### src/rtl/cpu_control_unit.sv
// rtl/cpu_control_unit.sv - multi-cycle fetch/decode/execute control FSM for the 8-bit accumulator computer
module cpu_control_unit #(
    parameter int TIMEOUT = 15
) (
    input  logic       clk,
    input  logic       reset,
    input  logic       start,
    input  logic [7:0] instr,
    input  logic       z_flag,
    input  logic       c_flag,
    input  logic       mem_ack,
    output logic       pc_inc,
    output logic       pc_load,
    output logic       ir_en,
    output logic       acc_en,
    output logic       flags_en,
    output logic [2:0] alu_op,
    output logic       src_imm,
    output logic       addr_sel,
    output logic       mem_rd,
    output logic       mem_wr,
    output logic       halted,
    output logic       error
);

    typedef enum logic [2:0] {
        S_IDLE   = 3'd0,
        S_FETCH  = 3'd1,
        S_DECODE = 3'd2,
        S_EXEC   = 3'd3,
        S_MEM    = 3'd4,
        S_HALT   = 3'd5
    } state_t;

    localparam logic [3:0] OP_NOP = 4'h0;
    localparam logic [3:0] OP_LDA = 4'h1;
    localparam logic [3:0] OP_STA = 4'h2;
    localparam logic [3:0] OP_ADD = 4'h3;
    localparam logic [3:0] OP_SUB = 4'h4;
    localparam logic [3:0] OP_AND = 4'h5;
    localparam logic [3:0] OP_OR  = 4'h6;
    localparam logic [3:0] OP_LDI = 4'h7;
    localparam logic [3:0] OP_JMP = 4'h8;
    localparam logic [3:0] OP_JZ  = 4'h9;
    localparam logic [3:0] OP_JC  = 4'hA;
    localparam logic [3:0] OP_NOT = 4'hB;
    localparam logic [3:0] OP_HLT = 4'hF;

    localparam logic [2:0] ALU_PASSB = 3'b000;
    localparam logic [2:0] ALU_ADD   = 3'b001;
    localparam logic [2:0] ALU_SUB   = 3'b010;
    localparam logic [2:0] ALU_AND   = 3'b011;
    localparam logic [2:0] ALU_OR    = 3'b100;
    localparam logic [2:0] ALU_NOT   = 3'b101;

    localparam logic [7:0] TIMEOUT_CNT = 8'(TIMEOUT);

    state_t     state;
    state_t     state_next;
    logic [7:0] wait_cnt;
    logic [3:0] opcode;
    logic       in_access;
    logic       timeout;

    assign opcode    = instr[7:4];
    assign in_access = (state == S_FETCH) || (state == S_MEM);
    // A same-cycle ack always beats the timeout.
    assign timeout   = in_access && !mem_ack && (wait_cnt == TIMEOUT_CNT);

    always_ff @(posedge clk or negedge reset) begin
        if (!reset) begin
            state    <= S_IDLE;
            wait_cnt <= 8'd0;
            error    <= 1'b0;
        end else begin
            state <= state_next;
            if (in_access && !mem_ack && !timeout) begin
                wait_cnt <= wait_cnt + 8'd1;
            end else begin
                wait_cnt <= 8'd0;
            end
            if (timeout) begin
                error <= 1'b1;
            end
        end
    end

    always_comb begin
        state_next = state;
        case (state)
            S_IDLE: begin
                if (start) state_next = S_FETCH;
            end
            S_FETCH: begin
                if (mem_ack)      state_next = S_DECODE;
                else if (timeout) state_next = S_HALT;
            end
            S_DECODE: begin
                case (opcode)
                    OP_LDA, OP_STA, OP_ADD, OP_SUB, OP_AND, OP_OR:
                        state_next = S_MEM;
                    OP_LDI, OP_JMP, OP_JZ, OP_JC, OP_NOT:
                        state_next = S_EXEC;
                    OP_HLT:
                        state_next = S_HALT;
                    default:
                        state_next = S_FETCH;
                endcase
            end
            S_EXEC: state_next = S_FETCH;
            S_MEM: begin
                if (mem_ack)      state_next = S_FETCH;
                else if (timeout) state_next = S_HALT;
            end
            S_HALT:  state_next = S_HALT;
            default: state_next = S_IDLE;
        endcase
    end

    always_comb begin
        pc_inc   = 1'b0;
        pc_load  = 1'b0;
        ir_en    = 1'b0;
        acc_en   = 1'b0;
        flags_en = 1'b0;
        alu_op   = ALU_PASSB;
        src_imm  = 1'b0;
        addr_sel = 1'b0;
        mem_rd   = 1'b0;
        mem_wr   = 1'b0;
        halted   = 1'b0;
        case (state)
            S_FETCH: begin
                mem_rd = 1'b1;
                ir_en  = mem_ack;
                pc_inc = mem_ack;
            end
            S_EXEC: begin
                case (opcode)
                    OP_LDI: begin
                        acc_en  = 1'b1;
                        src_imm = 1'b1;
                    end
                    OP_NOT: begin
                        acc_en   = 1'b1;
                        flags_en = 1'b1;
                        alu_op   = ALU_NOT;
                    end
                    OP_JMP:  pc_load = 1'b1;
                    OP_JZ:   pc_load = z_flag;
                    OP_JC:   pc_load = c_flag;
                    default: pc_load = 1'b0;
                endcase
            end
            S_MEM: begin
                addr_sel = 1'b1;
                mem_wr   = (opcode == OP_STA);
                mem_rd   = (opcode != OP_STA);
                case (opcode)
                    OP_ADD:  alu_op = ALU_ADD;
                    OP_SUB:  alu_op = ALU_SUB;
                    OP_AND:  alu_op = ALU_AND;
                    OP_OR:   alu_op = ALU_OR;
                    default: alu_op = ALU_PASSB;
                endcase
                // Register enables only fire on the cycle the memory completes.
                if (mem_ack && opcode != OP_STA) begin
                    acc_en   = 1'b1;
                    flags_en = (opcode != OP_LDA);
                end
            end
            S_HALT:  halted = 1'b1;
            default: halted = 1'b0;
        endcase
    end

endmodule

### config.mk
export PLATFORM = sky130hd
export DESIGN_NAME = cpu_control_unit
export DESIGN_NICKNAME = d
export VERILOG_FILES = /design/src/rtl/cpu_control_unit.sv
export SDC_FILE = /design/constraint.sdc
export NUM_CORES = 1
export LEC_CHECK = 0
export CAP_MARGIN = 10
export CORE_MARGIN = 8
export CORE_UTILIZATION = 30
export DETAILED_ROUTE_END_ITERATION = 8
export SYNTH_ARGS = -nofsm -noshare
export SYNTH_HDL_FRONTEND = slang
export SYNTH_SLANG_ARGS = --single-unit
### constraint.sdc
create_clock -name clk -period 1.5 [get_ports clk]
set_input_delay 0.3 -clock clk [delete_from_list [all_inputs] [get_ports clk]]
set_output_delay 0.3 -clock clk [all_outputs]
set_load 0.005 [all_outputs]
== Yosys cells after proc, flatten, opt, wreduce, memory -nomap -nowiden ==
Memory sizes are Yosys's and may differ from the RTL's.
Cells that the tools add are included.
W data, S select, Z words.
Word-level totals
  register bits after elaboration: 12
  ROM bits: 48
  output and inout bits: 14
  memories kept: 1
Operators by class
  add/subtract/negate cells: 1
  equality and inequality tests: 19
  mux-type cells: 24
  reduce and logical (&&, ||, !) cells: 9
Memory list
  (no name shown): words 16, bits a word 3, read ports 1, clocked after Yosys merged registers in 0, wr ports 0, line 99  | case (opcode)
Operators with widths (number)
  $pmux W3 S6: 1
  $eq A4 B3 Y1 const B: 4
  $eq A4 B4 Y1 const B: 4
  $mux W3: 5
  $pmux W3 S4: 1
  $mux W1: 11
  $add A8 B1 Y8 const B: 1
  $eq A4 B2 Y1 const B: 2
  $eq A8 B4 Y1 const B: 1
  $mux W8: 1
  $eq A3 B2 Y1 const B: 2
  $eq A3 B3 Y1 const B: 2
  $pmux W1 S2: 3
  $pmux W3 S2: 1
  $logic_and A1 B1 Y1: 4
  $ne A4 B1 Y1 const B: 1
  $ne A4 B2 Y1 const B: 1
  $eq A3 B1 Y1 const B: 1
  $logic_not A3 Y1: 1
  $pmux W1 S3: 1
  $logic_not A1 Y1: 2
  $ne A2 B2 Y1 const B: 1
  $reduce_or A2 Y1: 1
  $logic_or A1 B1 Y1: 1

== Logic depth before layout (Yosys ltp) ==
Gate-level depths: netlist of run 1.
  depth in word-level cells: 7
  gate-level depth with buffers: 6

== Worst setup path before layout of run 1 ==
Ideal clock, no wire load.
  path kind: register to output
  start: register state[2]
  end: output port acc_en
  data arrival time: 1.169 ns
  data required time: 1.200 ns
  slack: 0.031 ns
  cell stages (with the launch flop): 5
  buffers on the path: 0
  path through: dfrtp_1 > nor3b_2 > and2_1 > a21oi_1 > a21oi_1
Between the ends
  word-level cells in the longest chain between the ends: 2
  elaborated cells on any way between the ends: 3
  those cells by class: eq/ne (2); mux (1)
RTL lines
  start, declared: line 58  | state_t state;
  start signal, assigned: line 76  | state <= state_next;
  $eq A3 B3 Y1 or $eq A3 B2 Y1 (tied branches): line 132  | case (state)
  $pmux W1 S2 (*): line 132
  end, declared: line 15  | output logic acc_en,
Every way passes the cells marked *; elsewhere a longest branch is shown, timed or not.

== Worst setup path in the final report of run 1 ==
  start: register state[2]
  end: output port alu_op[0]
Between the ends
  word-level cells in the longest chain between the ends: 2
  elaborated cells on any way between the ends: 3
  those cells by class: eq/ne (2); mux (1)
RTL lines
  $eq A3 B3 Y1 or $eq A3 B2 Y1 (tied branches): line 132
  $pmux W3 S2 (*): line 132
  end, declared: line 17  | output logic [2:0] alu_op,
Marks and branches as above.

==> impl_metrics.env, run 1 <==
export IMPL_ir_drop_v=0.0009779
export IMPL_numCtsBuffers=3
export IMPL_synth_cells=111
export IMPL_core_area_sq_um=2781
export IMPL_die_area_sq_um=4932
export IMPL_fill_cells=236
export IMPL_critPathKind="reg -> out"
export IMPL_ys_ff_latch=12
export IMPL_ys_types=37
export IMPL_synthMostInstantiatedCell="nor2_1"
export IMPL_postCtsHoldBufs=0
export IMPL_max_freq_mhz=525.7
export IMPL_grt_pass1_vias=1028
export IMPL_nNetsFinal=189
export IMPL_yosysSeqAreaShare_pct=34.04
export IMPL_grt_max_degree=13
export IMPL_grt_pass1_wl_mm=4.629
export IMPL_sw_frac_of_total_pct=38.86
export IMPL_clock_sinks=12
export IMPL_outcome="complete, but fails checks"
export IMPL_fin_crit_ns=1.902
export IMPL_r2r_cells=9
export IMPL_syn2layout_area_growth_pct=81.56
export IMPL_via_per_inst=5.382
export IMPL_tightest_slew_ns=0.5346
export IMPL_cts_root_buf="clkbuf_4"
export IMPL_row_count=19
export IMPL_pwr_share_seq_pct=22.8
export IMPL_synthTopCellsByCount="19 x nor2_1, 12 x dfrtp_1, 11 x nand2_1, 8 x a21oi_1"
export IMPL_cts_tree="yes"
export IMPL_yosysWarnings=0
export IMPL_post_route_period_util_pct=126.8
export IMPL_wl_mm=3.177
export IMPL_setup_viol=23
export IMPL_p_int_mw=1.162
export IMPL_dp_slack_ns=-0.8209
export IMPL_r2r_end="wait_cnt[4]"
export IMPL_placed_area_sq_um=1336
export IMPL_finalClockSkew_ns=0.002496
export IMPL_relSlewSlack_pct=64.25
export IMPL_die_y_um=70.23
export IMPL_clkPwrFrac_pct=13.7
export IMPL_rrSetupSlack_ns=-0.16
export IMPL_synth_top_cell_area_share_pct=34.04
export IMPL_drtIter0Drc=41
export IMPL_gp_congestion=0.8666
export IMPL_post_drt_wl_per_cell_um=15.57
export IMPL_hpwl_mm=1.978
export IMPL_arrival_ns=1.60
export IMPL_r2r_start="state[0]"
export IMPL_clk_latency_ns=0.27
export IMPL_grt_overflow_total=0
export IMPL_dr_pass1_iters=4
export IMPL_synthesis_area_sq_um=882.1
export IMPL_drc=0
export IMPL_antenna_found_initial=0
export IMPL_syn_num_nets=126
export IMPL_drv_slew=0
export IMPL_combPwrFrac_pct=63.5
export IMPL_diodes=0
export IMPL_power_density_nw_per_um2=1187
export IMPL_drive_above_1_share_pct=50.29
export IMPL_cp_max_fo=4
export IMPL_start_util_pct=31.71
export IMPL_routed_via_count=1098
export IMPL_track_usage_pct=11.08
export IMPL_drv_cap=0
export IMPL_hold_violations=0
export IMPL_syn_area_per_cell_sq_um=7.947
export IMPL_cts_clk_slew_worst_paths_ns=0.08
export IMPL_startpoint_type="flop"
export IMPL_whs_ns=0.3723
export IMPL_final_area_sq_um=1602
export IMPL_async_flop_share_pct=100.0
export IMPL_die_w_um=70.23
export IMPL_clockBufferDepth=2
export IMPL_cts_htree_levels=1
export IMPL_synth_area_leaders="dfrtp_1 34%, nor2_1 8.1%, nand2_1 4.7%"
export IMPL_ys_flop_type="dfrtp_1"
export IMPL_critical_path_required_ns=1.20
export IMPL_rsz0062_at_grt="true"
export IMPL_ant_nets=0
export IMPL_violations="negative setup slack"
export IMPL_hold_class="in -> async"
export IMPL_io_pins=28
export IMPL_numPortBuffers=23
export IMPL_synth_edf_count=0
export IMPL_leakagePower_nw=0.7470
export IMPL_switchingPower_mw=0.7387
export IMPL_yosysTopAreaCell="dfrtp_1"
export IMPL_setup_slack_ns=-0.4022
export IMPL_worst_setup_path_end_kind="output pin"
==> state kept, by name, summed over array words and instances, names as in the netlist <==
| signal | cells |
|---|---|
| error | 1 |
| wait_cnt | 8 |
| state | 3 |
==> layout by cell type, fill, tap and decap left out, types with 3 or more instances in the layout <==
cell type         n
buf_4            34
nor2_1           13
dfrtp_1          12
buf_2            10
nand2_1           9
buf_6             8
a21oi_1           6
clkdlybuf4s50_1   6
inv_1             5
nor2b_4           4
nand3_1           4
dlygate4sd2_1     4
nor2_2            3
nor2_4            3
and3_1            3
xnor2_1           3
clkbuf_4          3
==> power by group through the flow <==
stage | clock network (mW) | registers (mW) | logic (mW)
5_1_grt | 0.281 | 0.442 | 1.30
2_1_floorplan | 0 | 0.433 | 0.441
3_3_place_gp | 0 | 0.429 | 0.838
3_5_place_dp | 0 | 0.432 | 0.850
4_1_cts | 0.274 | 0.423 | 1.04
6_report | 0.261 | 0.434 | 1.21
==> cell type report <==
type                       count  area, sq um  area share [%]
multi-input combinational     88        695.7           43.44
timing repair buffer          64        511.7           31.95
clock buffer                   4        36.28           2.266
inverter                       5        18.77           1.172
tap                           31        38.79           2.422
sequential                    12        300.3           18.75
==> routing by layer <==
metal | GRT usage, % | part of all wire (%) | wire (um) | up-vias
li1 | - | - | - | 513
met1 | 13.55 | 42 | 1340 | 543
met2 | 19.01 | 52 | 1664 | 34
met3 | 1.554 | 2.9 | 92 | 8
met4 | 4.018 | 2.5 | 78 | 0
met5 | 0 | 0 | 0 | -
==> what timing repair did <==
item	4_1_cts	5_1_grt
pin swaps	14	11
setup endpoints to repair	20	24
resized for setup	75	23
buffers inserted	7	6
==> critical path, cell delays in order (launching register included) <==
cell	delay, ns
dfrtp_1	0.42
nor3b_2	0.17
buf_4	0.14
buf_6	0.11
mux2i_1	0.14
nor3_1	0.07
a21o_1	0.16
buf_2	0.12
==> worst max-delay path by stage <==
stage / startpoint / endpoint / slack, ns / cells after the start
floorplan: state[2] / acc_en / 0.03 / 4
finish: state[2] / alu_op[0] / -0.40 / 7
global route: state[2] / alu_op[0] / -0.47 / 7
CTS: state[1] / alu_op[0] / -0.39 / 7
global placement: instr[6] / acc_en / -0.77 / 5
detailed placement: instr[7] / alu_op[2] / -0.82 / 6
==> stage by stage <==
step                instances  setup TNS (ns)  power [mW]  utilization (%)
CTS                       199          -2.788       1.737            53.26
detailed placement        188          -9.638       1.282            48.04
floorplan                 111               0      0.8738                -
global placement          188          -9.191       1.266            48.04
finish                    204          -4.272       1.901            57.58
global route              204          -5.818       2.028            57.58
==> logic make-up after synthesis <==
kind of cell               Yosys count  share of synthesized area, %
muxes                                1                         1.135
buffers and inverters               11                         5.816
DFF                                 12                         34.04
AOI/OAI and AO/OA                   23                         17.87
adders and majority gates            1                         1.418
and+or+nand+nor                     58                         34.75
xor gates and xnor gates             5                         4.965
Power figures use the tool's default switching activity.
==> run 2, diff against run 1 <==
- MAX_ROUTING_LAYER: default -> met4
==> impl_metrics.env, run 2 (synthesis gave the netlist of run 1 again) <==
export IMPL_worst_setup_path_end_kind="output pin"
export IMPL_setup_viol=22
export IMPL_grt_pass1_wl_mm=4.623
export IMPL_syn2layout_area_growth_pct=80.71
export IMPL_power_density_nw_per_um2=1192
export IMPL_rrSetupSlack_ns=-0.16
export IMPL_dp_slack_ns=-0.8209
export IMPL_finalClockSkew_ns=0.003268
export IMPL_leakagePower_nw=0.7416
export IMPL_row_count=19
export IMPL_cp_max_fo=4
export IMPL_drv_cap=0
export IMPL_clockBufferDepth=2
export IMPL_cts_root_buf="clkbuf_4"
export IMPL_critPathKind="reg -> out"
export IMPL_setup_slack_ns=-0.4021
export IMPL_gp_congestion=0.8807
export IMPL_hold_violations=0
export IMPL_ant_nets=0
export IMPL_top_regs="wait_cnt: 8 flops, state: 3 flops, error: 1 flops"
export IMPL_via_per_inst=5.325
export IMPL_arrival_ns=1.60
export IMPL_drtIter0Drc=24
export IMPL_drive_above_1_share_pct=50.00
export IMPL_clock_sinks=12
export IMPL_outcome="complete, but fails checks"
export IMPL_track_usage_pct=11.37
export IMPL_numCtsBuffers=3
export IMPL_hpwl_mm=1.978
export IMPL_startpoint_type="flop"
export IMPL_io_pins=28
export IMPL_hold_class="in -> async"
export IMPL_drv_slew=0
export IMPL_setup_tns_ns=-4.246
export IMPL_fin_crit_ns=1.902
export IMPL_final_area_sq_um=1594
export IMPL_cts_htree_levels=1
export IMPL_critical_path_required_ns=1.20
export IMPL_final_util_pct=57.31
export IMPL_diodes=0
export IMPL_r2r_cells=9
export IMPL_die_area_sq_um=4932
export IMPL_wl_mm=3.087
export IMPL_violations="negative setup slack"
export IMPL_clk_latency_ns=0.27
export IMPL_postCtsHoldBufs=0
export IMPL_die_y_um=70.23
export IMPL_largest_reg_flops=8
export IMPL_final_cell_mix="33 x buf_4, 13 x nor2_1, 12 x dfrtp_1"
export IMPL_relSlewSlack_pct=64.41
export IMPL_r2r_end="wait_cnt[4]"
export IMPL_post_route_period_util_pct=126.8
export IMPL_placed_area_sq_um=1336
export IMPL_max_flop_register="wait_cnt"
export IMPL_routed_via_count=1081
export IMPL_core_area_sq_um=2781
export IMPL_cts_tree="yes"
export IMPL_numPortBuffers=23
export IMPL_final_common_cell="buf_4"
export IMPL_post_drt_wl_per_cell_um=15.21
export IMPL_antenna_found_initial=0
export IMPL_p_total_mw=1.900
export IMPL_grt_overflow_total=0
export IMPL_grt_pass1_vias=1029
export IMPL_tightest_slew_ns=0.5322
export IMPL_ir_drop_v=0.0009296
export IMPL_cts_clk_slew_worst_paths_ns=0.08
export IMPL_drc=0
export IMPL_die_w_um=70.23
export IMPL_rsz0062_at_grt="true"
export IMPL_max_freq_mhz=525.7
export IMPL_start_util_pct=31.71
export IMPL_r2r_start="state[0]"
export IMPL_dr_pass1_iters=4
export IMPL_nNetsFinal=188
export IMPL_grt_max_degree=13
## run 2: worst max-delay path by stage
stage / from / to
global route: state[2] / alu_op[0]
finish: state[2] / alu_op[0]
floorplan: state[2] / acc_en
global placement: instr[6] / acc_en
detailed placement: instr[7] / alu_op[2]
CTS: state[1] / alu_op[0]
## run 2: area by class of cell
cell class | count | area (sq um)
clock buffers | 4 | 36.28
flip-flops and latches | 12 | 300.3
well taps | 31 | 38.79
fillers | 235 | 1187
multi-input cells | 88 | 695.7
inverters | 5 | 18.77
repair buffers | 63 | 504.2
## run 2: what timing repair did
action	4_1_cts	5_1_grt
gates cloned	0	0
pin swaps	14	11
setup buffers	7	5
setup endpoints to repair	20	24
gates resized for setup	75	23
## run 2: power by group
| part | switching [mW] | total [mW] | internal (mW) | leakage, nW |
|---|---|---|---|---|
| combinational | 0.569 | 1.20 | 0.636 | 0.564 |
| clock | 0.114 | 0.262 | 0.147 | 0.0210 |
| sequential | 0.0545 | 0.433 | 0.379 | 0.157 |
## run 2: critical path, cell delays in order, from the launching register on
cell	delay [ns]
dfrtp_1	0.41
nor3b_2	0.17
buf_4	0.14
buf_6	0.11
mux2i_1	0.14
nor3_1	0.07
a21o_1	0.16
buf_2	0.12
## run 2: stage by stage
stage	instances	hold WS [ns]
2_1_floorplan	111	0.004409
3_3_place_gp	188	0.4426
3_5_place_dp	188	0.4504
4_1_cts	199	0.3750
5_1_grt	203	0.4106
6_report	203	0.3700
## run 2: routing by layer
metal  GRT usage [%]  wire [um]  vias to the layer above  part of all wire [%]
met2           19.01       1649                       25                    53
li1                -          -                      511                     -
met1           13.55       1274                      537                    41
met5               -          0                        -                     0
met4           4.018         73                        0                   2.4
met3           1.554         89                        8                   2.9
